**src/rtl/seg_disp_pkg.sv**
```systemverilog
// Shared definitions for the seven-segment display path: segment bit
// positions on the bus, the all-off pattern and the per-slot scan states.
package seg_disp_pkg;

    // Segment bit positions within one digit pattern (1 = segment lit).
    localparam int SEG_G  = 0;
    localparam int SEG_F  = 1;
    localparam int SEG_E  = 2;
    localparam int SEG_D  = 3;
    localparam int SEG_A  = 4;
    localparam int SEG_B  = 5;
    localparam int SEG_DP = 6;
    localparam int SEG_C  = 7;

    localparam int SEG_BITS = 8;

    // Logical pattern with every segment dark.
    localparam logic [SEG_BITS-1:0] SEG_OFF = 8'h00;

    // A digit slot starts blanked and then shows its digit.
    typedef enum logic {
        BLANK = 1'b0,
        SHOW  = 1'b1
    } scan_state_t;

endpackage

```
**src/rtl/seg_scan_timer.sv**
```systemverilog
// Slot timer for the scan multiplexer: counts cycles within a digit slot,
// walks the digit index, and flags the blank/show phase, the last cycle of
// the frame and the first cycle of the frame.
module seg_scan_timer
    import seg_disp_pkg::*;
#(
    parameter int NUM_DIGITS   = 3,
    parameter int PRESCALE     = 1000,
    parameter int BLANK_CYCLES = 4,
    parameter int IDX_W        = (NUM_DIGITS > 1) ? $clog2(NUM_DIGITS) : 1
) (
    input  logic             clk_i,
    input  logic             rst_ni,
    output logic             slot_show_o,
    output logic [IDX_W-1:0] digit_idx_o,
    output logic             frame_boundary_o,
    output logic             frame_start_pulse_o
);

    localparam int CNT_W = $clog2(PRESCALE);

    localparam logic [CNT_W-1:0] CNT_ZERO       = {CNT_W{1'b0}};
    localparam logic [CNT_W-1:0] CNT_LAST       = CNT_W'(PRESCALE - 1);
    localparam logic [CNT_W-1:0] CNT_BLANK_LAST = CNT_W'(BLANK_CYCLES - 1);
    localparam logic [IDX_W-1:0] IDX_ZERO       = {IDX_W{1'b0}};
    localparam logic [IDX_W-1:0] IDX_LAST       = IDX_W'(NUM_DIGITS - 1);

    scan_state_t      state_q, state_d;
    logic [CNT_W-1:0] cnt_q, cnt_d;
    logic [IDX_W-1:0] idx_q, idx_d;
    logic             slot_end_s;

    assign slot_end_s = (cnt_q == CNT_LAST);

    // Phase within the slot: blank for the first BLANK_CYCLES, then show.
    always_comb begin
        state_d = state_q;
        case (state_q)
            BLANK: begin
                if (cnt_q == CNT_BLANK_LAST) begin
                    state_d = SHOW;
                end else begin
                    state_d = BLANK;
                end
            end
            SHOW: begin
                if (slot_end_s) begin
                    state_d = BLANK;
                end else begin
                    state_d = SHOW;
                end
            end
            default: state_d = BLANK;
        endcase
    end

    // Slot cycle counter and digit index; the index wraps after the last digit.
    always_comb begin
        cnt_d = cnt_q;
        idx_d = idx_q;
        if (slot_end_s) begin
            cnt_d = CNT_ZERO;
            if (idx_q == IDX_LAST) begin
                idx_d = IDX_ZERO;
            end else begin
                idx_d = idx_q + IDX_W'(1);
            end
        end else begin
            cnt_d = cnt_q + CNT_W'(1);
            idx_d = idx_q;
        end
    end

    // Timer state registers.
    always_ff @(posedge clk_i or negedge rst_ni) begin
        if (!rst_ni) begin
            state_q <= BLANK;
            cnt_q   <= CNT_ZERO;
            idx_q   <= IDX_ZERO;
        end else begin
            state_q <= state_d;
            cnt_q   <= cnt_d;
            idx_q   <= idx_d;
        end
    end

    assign slot_show_o         = (state_q == SHOW);
    assign digit_idx_o         = idx_q;
    assign frame_boundary_o    = slot_end_s && (idx_q == IDX_LAST);
    assign frame_start_pulse_o = (cnt_q == CNT_ZERO) && (idx_q == IDX_ZERO);

endmodule

```
**src/rtl/seven_seg_scan_mux.sv**
```systemverilog
// Time-multiplexes NUM_DIGITS segment patterns onto one segment bus with
// one-hot digit enables. New frames enter a shadow register through a
// valid/ready handshake and are promoted to the displayed set only at a
// frame boundary, so a partially updated frame is never shown.
module seven_seg_scan_mux
    import seg_disp_pkg::*;
#(
    parameter int NUM_DIGITS   = 3,
    parameter int SEG_W        = 8,
    parameter int PRESCALE     = 1000,
    parameter int BLANK_CYCLES = 4,
    parameter bit ACTIVE_LOW   = 1'b0
) (
    input  logic                        input_clock,
    input  logic                        input_reset_n,
    input  logic                        frame_valid,
    output logic                        frame_ready,
    input  logic [NUM_DIGITS*SEG_W-1:0] frame_data,
    output logic [SEG_W-1:0]            seg_out,
    output logic [NUM_DIGITS-1:0]       digit_en,
    output logic                        frame_start
);

    localparam int IDX_W   = (NUM_DIGITS > 1) ? $clog2(NUM_DIGITS) : 1;
    localparam int FRAME_W = NUM_DIGITS * SEG_W;

    localparam logic [SEG_W-1:0]      SEG_DARK = SEG_W'(SEG_OFF);
    localparam logic [NUM_DIGITS-1:0] EN_NONE  = {NUM_DIGITS{1'b0}};
    localparam logic [FRAME_W-1:0]    FRAME_0  = {FRAME_W{1'b0}};

    // Pin-level idle levels: everything dark and deselected.
    localparam logic [SEG_W-1:0]      SEG_IDLE = ACTIVE_LOW ? {SEG_W{1'b1}} : SEG_DARK;
    localparam logic [NUM_DIGITS-1:0] EN_IDLE  = ACTIVE_LOW ? {NUM_DIGITS{1'b1}} : EN_NONE;

    if ((PRESCALE <= BLANK_CYCLES) || (BLANK_CYCLES < 1) || (NUM_DIGITS < 1)) begin : g_param_check
        $error("seven_seg_scan_mux: need PRESCALE > BLANK_CYCLES >= 1 and NUM_DIGITS >= 1");
    end

    logic             slot_show_s;
    logic [IDX_W-1:0] digit_idx_s;
    logic             frame_boundary_s;
    logic             frame_start_pulse_s;

    seg_scan_timer #(
        .NUM_DIGITS   (NUM_DIGITS),
        .PRESCALE     (PRESCALE),
        .BLANK_CYCLES (BLANK_CYCLES),
        .IDX_W        (IDX_W)
    ) u_timer (
        .clk_i               (input_clock),
        .rst_ni              (input_reset_n),
        .slot_show_o         (slot_show_s),
        .digit_idx_o         (digit_idx_s),
        .frame_boundary_o    (frame_boundary_s),
        .frame_start_pulse_o (frame_start_pulse_s)
    );

    logic [FRAME_W-1:0]    shadow_q, shadow_d;
    logic [FRAME_W-1:0]    active_q, active_d;
    logic                  pending_q, pending_d;
    logic                  boundary_q;
    logic                  frame_start_q;
    logic [SEG_W-1:0]      seg_out_q, seg_out_d;
    logic [NUM_DIGITS-1:0] digit_en_q, digit_en_d;
    logic [SEG_W-1:0]      seg_raw_s;
    logic [NUM_DIGITS-1:0] en_raw_s;
    logic                  accept_s;
    logic                  transfer_s;
    int                    sel_base_s;

    // The output registers lag the timer by one cycle, so the boundary is
    // delayed by the same amount to keep the hand-over aligned with the pins.
    assign accept_s   = frame_valid && !pending_q;
    assign transfer_s = boundary_q && pending_q;
    assign sel_base_s = int'(digit_idx_s) * SEG_W;

    // Shadow capture on accept, shadow-to-active promotion at the boundary.
    always_comb begin
        shadow_d  = shadow_q;
        active_d  = active_q;
        pending_d = pending_q;
        if (accept_s) begin
            shadow_d  = frame_data;
            pending_d = 1'b1;
        end else if (transfer_s) begin
            active_d  = shadow_q;
            pending_d = 1'b0;
        end else begin
            pending_d = pending_q;
        end
    end

    // Select the current digit's pattern and enable, then apply pin polarity.
    always_comb begin
        seg_raw_s = SEG_DARK;
        en_raw_s  = EN_NONE;
        if (slot_show_s) begin
            seg_raw_s = active_q[sel_base_s +: SEG_W];
            en_raw_s  = NUM_DIGITS'(1) << digit_idx_s;
        end else begin
            seg_raw_s = SEG_DARK;
            en_raw_s  = EN_NONE;
        end
        seg_out_d  = ACTIVE_LOW ? ~seg_raw_s : seg_raw_s;
        digit_en_d = ACTIVE_LOW ? ~en_raw_s : en_raw_s;
    end

    // Frame buffers and handshake state.
    always_ff @(posedge input_clock or negedge input_reset_n) begin
        if (!input_reset_n) begin
            shadow_q   <= FRAME_0;
            active_q   <= FRAME_0;
            pending_q  <= 1'b0;
            boundary_q <= 1'b0;
        end else begin
            shadow_q   <= shadow_d;
            active_q   <= active_d;
            pending_q  <= pending_d;
            boundary_q <= frame_boundary_s;
        end
    end

    // Registered pin drivers.
    always_ff @(posedge input_clock or negedge input_reset_n) begin
        if (!input_reset_n) begin
            seg_out_q     <= SEG_IDLE;
            digit_en_q    <= EN_IDLE;
            frame_start_q <= 1'b0;
        end else begin
            seg_out_q     <= seg_out_d;
            digit_en_q    <= digit_en_d;
            frame_start_q <= frame_start_pulse_s;
        end
    end

    assign seg_out     = seg_out_q;
    assign digit_en    = digit_en_q;
    assign frame_start = frame_start_q;
    assign frame_ready = !pending_q;

endmodule
```
**config.mk**
```make
export PLATFORM = sky130hd
export DESIGN_NAME = seven_seg_scan_mux
export DESIGN_NICKNAME = d
export VERILOG_FILES = /design/src/rtl/seg_disp_pkg.sv /design/src/rtl/seg_scan_timer.sv /design/src/rtl/seven_seg_scan_mux.sv
export SDC_FILE = /design/constraint.sdc
export NUM_CORES = 1
export LEC_CHECK = 0
export ABC_AREA = 1
export CAP_MARGIN = 20
export CORE_MARGIN = 2
export CORE_UTILIZATION = 40
export CTS_BUF_LIST = sky130_fd_sc_hd__clkbuf_4 sky130_fd_sc_hd__clkbuf_8
export DETAILED_ROUTE_END_ITERATION = 7
export GPL_TIMING_DRIVEN = 1
export SLEW_MARGIN = 0
export SYNTH_ARGS = -nofsm -noshare
export SYNTH_HDL_FRONTEND = slang
export SYNTH_HIERARCHICAL = 1
export SYNTH_SLANG_ARGS = --single-unit
export TNS_END_PERCENT = 1
```
**constraint.sdc**
```tcl
create_clock -name input_clock -period 1.1 [get_ports input_clock]
set_input_delay 0.165 -clock input_clock [delete_from_list [all_inputs] [get_ports input_clock]]
set_output_delay 0.165 -clock input_clock [all_outputs]
set_load 0.05 [all_outputs]
```
==> impl_results.md, run 1 <==
- Required @ worst endpoint: 1.34 ns
- Top cells by area in the synthesized netlist: dfrtp_1, nand2_1, inv_1, nand3_1, a21oi_2
- Worst relative slew slack: 81.4%
- Count of antenna-violating nets left after detailed routing: 0
- Overall fraction of global-route tracks in use: around 16%
- Antenna Diode Count: 0
- HP Class: primary input to asynchronous set/reset pin
- Final Worst Setup Slack: -0.153 ns
- CTS tree: built
- Max-cap check violation count: 0
- Crit path top cell by count: nand2_1
- Ranking of synthesized cells by instance count: dfrtp_1, nand2_1, inv_1, nor2_1, nand3_1
- Final cell count without fillers: around 530
- Maximum number of pins on one net before global-route repair: 48
- Sequential area share after synthesis: 58.1%
- Aggregate routed wire length: 6.26 mm
- Clock buffers created by TritonCTS: 9
- Number of buffer and inverter instances along the worst setup path: 1
- Clock-pin slew reported for the worst setup and hold paths after clock tree synthesis: 0.07 ns
- Outcome: finished, violations left
- Setup repair after global routing missed its margin: true
- Clock buffer depth: 2
- Number of primary I/O pins: 40
- Mux share of post-synthesis cell area: 0%
- Crit-path cells: ha_1, nand2_1, nor2_1, nand3_2, buf_12, nand2_1, o21ai_2
- Dpl cells: 509
- Synthesized-area fraction occupied by and/or/nand/nor cells: 20.7%
- Area of the die: 0.00881 mm²
- Instance area after placement: 0.00406 mm²
- Longest individual stage delay on the worst path: between 0.3 and 0.4 ns
- Number of enable flip-flop cells after synthesis: 0
- Proportion of layout cells with a drive suffix above 1: 23.7%
- Worst clock skew: 0.00619 ns
- Post-synthesis cell area: 0.00323 mm²
- Pwr dens: 1220 mW/mm²
- Share of the synthesized area in compound gates (AO/OA/AOI/OAI): 10.3%
- Total congestion overflow after global routing: 0
- Drt first pass iters: 4
- Standby leakage power: 2.25 nW
- Net count after synthesis: 380
- CTS HTree Levels: 3
- X dimension of the die: 93.8 µm
- Kind of capture point of the worst setup path: register
- Area share of xor/xnor cells in the synthesized design: 0.543%
- Combinational family with the most area after synthesis: simple AND/OR/NAND/NOR gates
- Overall via count from detail_route: 2401
- Highest achievable clock rate: ~800 MHz
- Final Net Count: 451
- Via count of the first global-routing pass: around 2400
- Clk root buf: clkbuf_8
- Biggest area consumer among synthesized cells: dfrtp_1
- Hold violation count in the final report: 0
- Placeable Area: 0.00777 mm²
- Number of pins with negative max-slew slack in the final report: 0
- Yosys warning count: 6
- Wire length of the first global-routing pass: between 10 and 15 mm
- Violations in the final reports: negative setup slack
- Average cell area after synthesis: 9.22 µm²
- Effective utilization at floorplan: 41.6%
- Type of the setup path with the least slack: register to register
- Fraction of synthesis flops using an asynchronous set or reset pin: 100%
- Clk_lat worst skew: 0.35 ns
- PortBufs: 39
- Share of the cycle needed by the critical path after routing: 114%
- Area share of the largest cell type after synthesis: 58.1%
- Chip Height: 93.8 µm
- Final weighted congestion in routability-driven placement: about 0.86
- Synthesized instance count: 350
- Number of clock sinks seen by CTS: 75
- Setup slack, reg-to-reg: -0.15 ns
- Number of different library cells in the post-synthesis netlist: 24
- Largest delay share family, worst path: simple AND/OR/NAND/NOR gates
- HPWL after detailed placement: ~4.5 mm
- VDD IR max: 0.000691 V
- Critical-path top delay cell: dfrtp_1
- Number of synthesized register bits: 75
- Routed wire length per instance: 11.8 µm
- Data arrival time of the worst path: 1.49 ns
- # DRC: 0
- Startpoint class of the critical path: register
- Most common cell in the synthesized netlist: dfrtp_1
- CP Max Fanout: 6
- DR iter-0 viols: 50
- Min Clock Period, post-route: 1.25 ns
- Cell area after layout: 0.00436 mm²
- Top flip-flop cell by instance count after synthesis: dfrtp_1
- Final setup violation count: 21
- Number of standard-cell rows in the floorplan: 32
- Fraction of the mapped netlist area in adder cells: under 10%
- Area added between synthesis and finish: 35.0%
- Per-cell via count in the routed design: around 4.5
- Worst-margin pin slew: 0.278 ns
- Number of antenna violations at the first check in global routing: 0
- PnR Total Power: 5.33 mW
## registers in the layout (all words and copies together), names as in the netlist, 2 cells and up
name	count
active_q	24
shadow_q	24
u_timer/cnt_q	10
seg_out	8
digit_en	3
u_timer/digit_idx_o	2
## per-stage QoR
step	TNS, ns	hold WS (ns)	worst slack (ns)	utilization, %
after floorplan	-0.394	-0.131	-0.0546	-
after global placement	-3.78	0.0614	-0.135	52.3
after detailed placement	-4.19	0.0647	-0.156	52.3
after CTS	-1.77	0.225	-0.147	55.7
after global routing	-5.32	0.262	-0.205	56.1
final	-1.60	0.238	-0.153	56.1
## cells by family after synthesis
| family | Yosys count |
|---|---|
| compound gates | 52 |
| buf+inv | 62 |
| fa+ha+maj | 3 |
| xor+xnor | 2 |
| flops | 75 |
| simple gates | 156 |
## per-layer routing
layer  track usage (%)  part of all wire (%)
met1              20.3                    47
met2              25.8                    48
met3              3.77                   3.4
met4              7.61                   1.8
met5                 0                     0
## cell type report
type	instances	area, µm²
multi-input cells	213	1080
repair buffers	74	857
clock inverters	4	72.6
clock buffers	12	159
well taps	102	128
flip-flops and latches	75	1880
inverters	48	183
fillers	706	3410
## cells in the final DEF (no fill, tap or decap), types with 2 or more instances in the layout
master and n:
dfrtp_1 75, nand2_1 68, inv_1 45, nor2_1 35
nand3_1 32, buf_4 27, clkdlybuf4s50_1 25, a21oi_2 19
buf_12 18, o21ai_1 16, clkbuf_8 11, nor2_2 10
o21ai_0 9, a21oi_1 7, nor3_1 4, nand4_1 3
buf_6 3, ha_1 3, inv_2 2, bufinv_16 2
xor2_1 2
## path summary, 6_finish.rpt
check / start / to / depth (start not counted)
min in group input_clock: frame_data[22] / shadow_q[22] / 3
max reg2reg: u_timer/cnt_q[1] / u_timer/digit_idx_o[1] / 7
min reg2reg: shadow_q[22] / shadow_q[22] / 2
max: u_timer/cnt_q[1] / u_timer/digit_idx_o[1] / 7
max in group asynchronous: input_reset_n / shadow_q[23] / 3
min: input_reset_n / u_timer/cnt_q[6] / 2
## what timing repair did
action                                  in CTS  in global routing
buffers inserted                             2                  0
gates resized for setup                      3                 10
hold endpoints to repair                    63                  0
hold buffers                                 1                  0
pin swaps                                    0                  3
endpoints found under the setup margin      16                 71
## power by group
| part | switching (mW) | internal, mW | total, mW | leakage, nW |
|---|---|---|---|---|
| Sequential | 0 | 2.76 | 2.76 | 0.898 |
| Clock | 0.980 | 1.42 | 2.40 | 0.116 |
| Combinational | 0.0725 | 0.0985 | 0.171 | 1.24 |
No activity file was read; power rests on OpenSTA's default activity.
==> run 2: changes to the inputs <==
--- a/config.mk
+++ b/config.mk
@@ -8,10 +8,11 @@
 export ABC_AREA = 1
 export CAP_MARGIN = 20
 export CORE_MARGIN = 2
-export CORE_UTILIZATION = 40
-export CTS_BUF_LIST = sky130_fd_sc_hd__clkbuf_4 sky130_fd_sc_hd__clkbuf_8
+export CORE_UTILIZATION = 60
+export CTS_BUF_LIST = sky130_fd_sc_hd__clkbuf_8
 export DETAILED_ROUTE_END_ITERATION = 7
 export GPL_TIMING_DRIVEN = 1
+export PLACE_DENSITY = 0.85
 export SLEW_MARGIN = 0
 export SYNTH_ARGS = -nofsm -noshare
 export SYNTH_HDL_FRONTEND = slang
==> constraint.sdc (replaced) <==
create_clock -name input_clock -period 1.5 [get_ports input_clock]
set_input_delay 0.225 -clock input_clock [delete_from_list [all_inputs] [get_ports input_clock]]
set_output_delay 0.225 -clock input_clock [all_outputs]
set_load 0.05 [all_outputs]
==> run 2 against run 1 <==
The run now ends clean; total power decreased by 23%; flip-flop and latch count unchanged; clock skew about the same; non-clock buffer count decreased by 30; count of clock-buffer cells in the layout unchanged; first-iteration DRC count increased to 4.4 times the previous value; sequential power decreased by 27%; clock power decreased by 19%; final cell count decreased by 12%; global-route usage increased by 7.4 points; via count decreased by 1.3%; register-to-register slack improved by 0.32 ns.
==> impl_results.md, run 2 (synthesis results as in run 1) <==
- VDD IR max: 0.000743 V (+7.6%)
- Worst clock skew: 0.00612 ns (-0.0000710 ns)
- Maximum number of pins on one net before global-route repair: 76 (+58%)
- Clock-pin slew reported for the worst setup and hold paths after clock tree synthesis: 0.07 ns (about the same)
- Required @ worst endpoint: 1.73 ns (+0.39 ns)
- Per-cell via count in the routed design: 5.09 (+12%)
- Max-cap check violation count: 0 (unchanged)
- Number of buffer and inverter instances along the worst setup path: 1 (unchanged)
- Final Net Count: 421 (-6.7%)
- X dimension of the die: 77.4 µm (-18%)
- Effective utilization at floorplan: 62.8% (+21 points)
- Kind of capture point of the worst setup path: register
- Placement-stage worst setup slack: 0.145 ns (+0.301 ns)
- Area added between synthesis and finish: 21.1%
- Largest delay share family, worst path: simple AND/OR/NAND/NOR gates
- Area of the die: 0.00598 mm² (-32%)
- Setup tns final: 0 ns (+1.60 ns)
- Clock buffers created by TritonCTS: 9 (unchanged)
- R2r endpoint: u_timer/cnt_q[3]
- CP Max Fanout: 13 (+7)
- Number of pins with negative max-slew slack in the final report: 0 (unchanged)
- Aggregate routed wire length: 6.11 mm (-2.4%)
- Startpoint class of the critical path: register
- R2R Path Start: u_timer/cnt_q[0]
- Min Clock Period, post-route: 1.33 ns (+0.0802 ns)
- Final setup violation count: 0 (-100%)
- # DRC: 0 (unchanged)
- Drt first pass iters: 6 (+2)
- Routed wire length per instance: 13.1 µm (+11%)
- Antenna Diode Count: 0 (unchanged)
- Final Worst Setup Slack: 0.167 ns (+0.320 ns)
- Share of the cycle needed by the critical path after routing: 88.9% (-25 points)
- Outcome: finished clean
- Number of clock sinks seen by CTS: 75 (unchanged)
- DR iter-0 viols: 221 (+340%)
- Final weighted congestion in routability-driven placement: 0.828 (-3.9%)
- Highest-count cells in the layout ignoring fill and taps: dfrtp_1, nand2_1, inv_1, nor2_1, nand3_1
- Number of antenna violations at the first check in global routing: 0 (unchanged)
- Count of antenna-violating nets left after detailed routing: 0 (unchanged)
- Worst relative slew slack: 64.7% (-17 points)
- Setup slack, reg-to-reg: 0.17 ns (+0.32 ns)
- CTS tree: built
- Most common cell after layout, fill and taps aside: dfrtp_1
- Number of setup buffers added after CTS: 0 (-2)
- Final-layout fill cell count: 371 (-47%)
- Pwr dens: 1040 mW/mm² (-15%)
- Placeable Area: 0.00514 mm² (-34%)
- Longest individual stage delay on the worst path: 0.39 ns (+0.04 ns)
- Crit path top cell by count: nor2_1
- Via count of the first global-routing pass: 2358 (-0.46%)
- Wire length of the first global-routing pass: 10.7 mm (-0.83%)
- Number of primary I/O pins: 40 (unchanged)
- Hold violation count in the final report: 0 (unchanged)
- Worst-margin pin slew: 0.529 ns (+0.251 ns)
- Chip Height: 77.4 µm (-18%)
- Number of standard-cell rows in the floorplan: 26 (-19%)
- Critical-path top delay cell: dfrtp_1
- HPWL after detailed placement: 3.91 mm (-13%)
- Setup repair after global routing missed its margin: false
- Clk_lat worst skew: 0.35 ns (about the same)
- Overall fraction of global-route tracks in use: 23.4% (+7.4 points)
- Crit-path cells: ha_1, nand2_1, nor2_1, nand3_4, inv_1, nor2_1
- PortBufs: 39 (unchanged)
- Clock buffer depth: 2 (unchanged)
- Highest achievable clock rate: 750 MHz (-6.0%)
- CTS HTree Levels: 3 (unchanged)
- Biggest regs: active_q (24), shadow_q (24), u_timer/cnt_q (10)
- FF-to-FF path depth: 6 (-1)
- Data arrival time of the worst path: 1.56 ns (+0.07 ns)
- Type of the setup path with the least slack: register to register
- Standby leakage power: 2.06 nW (-8.3%)
- Proportion of layout cells with a drive suffix above 1: 15.7% (-8.1 points)
- Clk root buf: clkbuf_8
- Total congestion overflow after global routing: 0 (unchanged)
- HP Class: primary input to asynchronous set/reset pin
- Overall via count from detail_route: 2370 (-1.3%)
## run 2: how the worst max path moves through the flow
stage,startpoint,to,slack [ns],cells after the start
floorplan,pending_q,shadow_q[22],0.32,6
global placement,frame_valid,shadow_q[9],0.18,5
detailed placement,u_timer/cnt_q[1],u_timer/digit_idx_o[0],0.15,7
CTS,u_timer/cnt_q[1],u_timer/cnt_q[3],0.13,6
global route,u_timer/cnt_q[1],u_timer/digit_idx_o[0],0.009,7
finish,u_timer/cnt_q[0],u_timer/cnt_q[3],0.17,6
## run 2: cell type report
cell class | count | area, µm² | share of cell area (%)
Clock inverter | 4 | 95.1 | 2.43
Multi-Input combinational cell | 213 | 1060 | 27.1
Inverter | 48 | 180 | 4.61
Clock buffer | 12 | 165 | 4.23
Sequential cell | 75 | 1880 | 48.0
Tap cell | 70 | 87.6 | 2.24
Timing Repair Buffer | 44 | 443 | 11.3
## run 2: repair_timing
item	CTS	global route
endpoints found under the hold margin	75	0
endpoints found under the setup margin	0	5
gates resized for setup	0	1
hold buffers	1	0
## run 2: worst reg2reg max path: stages, from the launching register on
cell,delay [ns]
dfrtp_1,0.39
ha_1,0.20
nand2_1,0.06
nor2_1,0.17
nand3_4,0.20
inv_1,0.14
nor2_1,0.06
## run 2: power by group
part	internal (mW)	total [mW]	switching, mW	leakage, nW
sequential	2.02	2.02	0	0.898
combinational	0.0644	0.111	0.0462	1.03
clock	1.24	1.95	0.711	0.133
## run 2: layer usage
metal / vias up / GRT usage [%] / part of all wire [%]
li1: 1181 / - / -
met2: 65 / 37.7 / 49
met4: 0 / 10.9 / 2.1
met1: 1112 / 31.2 / 44
met5: - / 0 / 0
met3: 12 / 4.19 / 4.1
## run 2: metrics by stage
stage                     area, µm²  power (mW)  utilization, %  hold slack (ns)  instances
after floorplan                3230        2.06               -          -0.0706        350
after global placement         3630        2.17            70.6            0.283        449
after detailed placement       3630        2.17            70.6            0.276        449
after CTS                      3900        4.11            75.9            0.430        466
after global routing           3910        4.21            76.0            0.468        466
final                          3910        4.08            76.0            0.431        466
==> run 3: changes to the inputs <==
--- a/config.mk
+++ b/config.mk
@@ -11,8 +11,10 @@
 export CORE_UTILIZATION = 60
 export CTS_BUF_LIST = sky130_fd_sc_hd__clkbuf_8
 export DETAILED_ROUTE_END_ITERATION = 7
+export DONT_BUFFER_PORTS = 1
 export GPL_TIMING_DRIVEN = 1
-export PLACE_DENSITY = 0.85
+export MAX_ROUTING_LAYER = met4
+export PLACE_DENSITY = 0.76
 export SLEW_MARGIN = 0
 export SYNTH_ARGS = -nofsm -noshare
 export SYNTH_HDL_FRONTEND = slang
==> run 3 against run 2 <==
The run now ends with negative hold slack left; clock power is 31% lower; largest power group unchanged; sequential power is essentially flat; critical endpoint is now u_timer/digit_idx_o[0]; critical path type unchanged; worst setup slack worse by 0.052 ns.
==> impl_results.md, run 3 (synthesis results as in run 1) <==
- Setup slack, reg-to-reg: 0.11 ns (-0.05 ns)
- Drt first pass iters: 4 (-2)
- Data arrival time of the worst path: 1.67 ns (+0.11 ns)
- Pwr dens: 979 mW/mm² (-6.2%)
- X dimension of the die: 77.4 µm (unchanged)
- Kind of capture point of the worst setup path: register
- Number of antenna violations at the first check in global routing: 0 (unchanged)
- Placeable Area: 0.00514 mm² (unchanged)
- Most common cell after layout, fill and taps aside: dfrtp_1
- Outcome: finished, violations left
- CP Max Fanout: 13 (unchanged)
- Biggest regs: active_q (24), shadow_q (24), u_timer/cnt_q (10)
- R2r endpoint: u_timer/digit_idx_o[0]
- Effective utilization at floorplan: 62.8% (unchanged)
- Highest achievable clock rate: 722 MHz (-3.8%)
- Via count of the first global-routing pass: 2081 (-12%)
- Worst-margin pin slew: 0.467 ns (-0.0621 ns)
- Number of standard-cell rows in the floorplan: 26 (unchanged)
- Total congestion overflow after global routing: 0 (unchanged)
- PortBufs: 0 (-100%)
- Area of the die: 0.00598 mm² (unchanged)
- Hold violation count in the final report: 75 (+75)
- Final setup violation count: 0 (unchanged)
- Setup tns final: 0 ns (unchanged)
- Share of the cycle needed by the critical path after routing: 92.4% (+3.5 points)
- Violations in the final reports: negative hold slack
- Number of clock sinks seen by CTS: 75 (unchanged)
- Cell area after layout: 0.00343 mm² (-12%)
- Clk_lat worst skew: 0.34 ns (about the same)
- CTS HTree Levels: 3 (unchanged)
- Startpoint class of the critical path: register
- Crit path top cell by count: nand2_1
- Required @ worst endpoint: 1.79 ns (+0.06 ns)
- Highest-count cells in the layout ignoring fill and taps: dfrtp_1, nand2_1, inv_1, nor2_1, nand3_1
- Crit-path cells: ha_1, nand2_1, nor2_1, nand3_4, inv_1, nand2_1, nand2_1
- Final-layout fill cell count: 444 (+20%)
- Wire length of the first global-routing pass: 9.46 mm (-12%)
- Largest delay share family, worst path: simple AND/OR/NAND/NOR gates
- Per-cell via count in the routed design: 5.15 (+1.3%)
- Clk root buf: clkbuf_8
- # DRC: 0 (unchanged)
- Clock buffer depth: 2 (unchanged)
- Maximum number of pins on one net before global-route repair: 76 (unchanged)
- Routed wire length per instance: 13.0 µm (-0.62%)
- HPWL after detailed placement: 3.83 mm (-1.9%)
- Placement-stage worst setup slack: 0.0921 ns (-0.0531 ns)
- Instance area after placement: 0.00326 mm² (-10%)
- Overall via count from detail_route: 2195 (-7.4%)
- Count of antenna-violating nets left after detailed routing: 0 (unchanged)
- VDD IR max: 0.000641 V (-14%)
- Min Clock Period, post-route: 1.39 ns (+0.0523 ns)
- Area added between synthesis and finish: 6.28%
- Clock buffers created by TritonCTS: 9 (unchanged)
- PnR Total Power: 3.36 mW (-18%)
- Aggregate routed wire length: 5.55 mm (-9.2%)
- Number of pins with negative max-slew slack in the final report: 0 (unchanged)
- Number of setup buffers added after CTS: 0 (unchanged)
- Overall fraction of global-route tracks in use: 21.2% (-2.2 points)
- Number of buffer and inverter instances along the worst setup path: 1 (unchanged)
- Final Net Count: 383 (-9.0%)
- Standby leakage power: 1.84 nW (-11%)
- Final weighted congestion in routability-driven placement: 0.826 (-0.30%)
- Worst Hold Margin: -0.431 ns (-0.862 ns)
- R2R Path Start: u_timer/cnt_q[1]
- Final cell utilization of the core: 66.7% (-9.3 points)
- Worst relative slew slack: 68.9% (+4.2 points)
- Worst clock skew: 0.00703 ns (+0.000912 ns)
- Final Worst Setup Slack: 0.115 ns (-0.0523 ns)
- Type of the setup path with the least slack: register to register
- Antenna Diode Count: 0 (unchanged)
- FF-to-FF path depth: 7 (+1)
- Number of primary I/O pins: 40 (unchanged)
- Clock-pin slew reported for the worst setup and hold paths after clock tree synthesis: 0.07 ns (about the same)
- CTS tree: built
- Max-cap check violation count: 0 (unchanged)
- Chip Height: 77.4 µm (unchanged)
- DR iter-0 viols: 142 (-36%)
- Proportion of layout cells with a drive suffix above 1: 13.2% (-2.5 points)
- Critical-path top delay cell: dfrtp_1
- Longest individual stage delay on the worst path: 0.40 ns (about the same)
- HP Class: primary input to asynchronous set/reset pin
==> run 3: changes by cell type in the layout (fill, tap and decap cells not counted), moves of 3 or more <==
cell	previous run	this run
clkdlybuf4s50_1	25	0
buf_4	13	5
buf_12	4	1
bufinv_16	3	0
==> run 3: metal layers <==
| metal | share of wire, % | global-route usage [%] | vias up |
|---|---|---|---|
| li1 | - | - | 1098 |
| met1 | 45 | 26.8 | 1029 |
| met2 | 48 | 31.2 | 54 |
| met3 | 3.8 | 6.05 | 14 |
| met4 | 2.9 | 11.3 | 0 |
| met5 | 0 | - | - |
==> run 3: metrics by stage <==
stage	instances	hold WS, ns
global placement	412	-0.0689
detailed placement	412	-0.0690
finish	426	-0.431
CTS	426	-0.449
floorplan	350	-0.0706
global route	426	-0.457
==> run 3: worst max path at each step <==
stage	cells past startpoint	endpoint	slack, ns	startpoint
final	7	u_timer/digit_idx_o[0]	0.11	u_timer/cnt_q[1]
after detailed placement	6	u_timer/cnt_q[7]	0.09	u_timer/cnt_q[1]
after global placement	7	u_timer/digit_idx_o[0]	0.17	u_timer/cnt_q[0]
after global routing	7	u_timer/digit_idx_o[0]	-0.01	u_timer/cnt_q[0]
after CTS	7	u_timer/digit_idx_o[0]	0.09	u_timer/cnt_q[1]
after floorplan	6	shadow_q[22]	0.32	pending_q
==> run 3: area by class of cell <==
type                       count  area [µm²]  share of cell area [%]
multi-input combinational    213        1060                    30.9
inverter                      48         180                    5.25
sequential                    75        1880                    54.7
clock buffer                  11         151                    4.41
clock inverter                 3        16.3                   0.474
tap                           70        87.6                    2.55
timing repair buffer           6        57.6                    1.68
==> run 3: worst reg2reg max path: stages, from the launching register on <==
cell,delay (ns)
dfrtp_1,0.40
ha_1,0.20
nand2_1,0.06
nor2_1,0.19
nand3_4,0.21
inv_1,0.15
nand2_1,0.06
nand2_1,0.05
==> run 3: repair_timing <==
item,in CTS,in global routing
endpoints found under the hold margin,75,75
endpoints found under the setup margin,0,5
gates resized for setup,0,1
==> run 3: power by group <==
group	leakage [nW]	internal (mW)	switching [mW]
Clock	0.0885	0.663	0.674
Combinational	0.852	0.000340	0
Sequential	0.898	2.02	0
Total	1.84	2.69	0.674
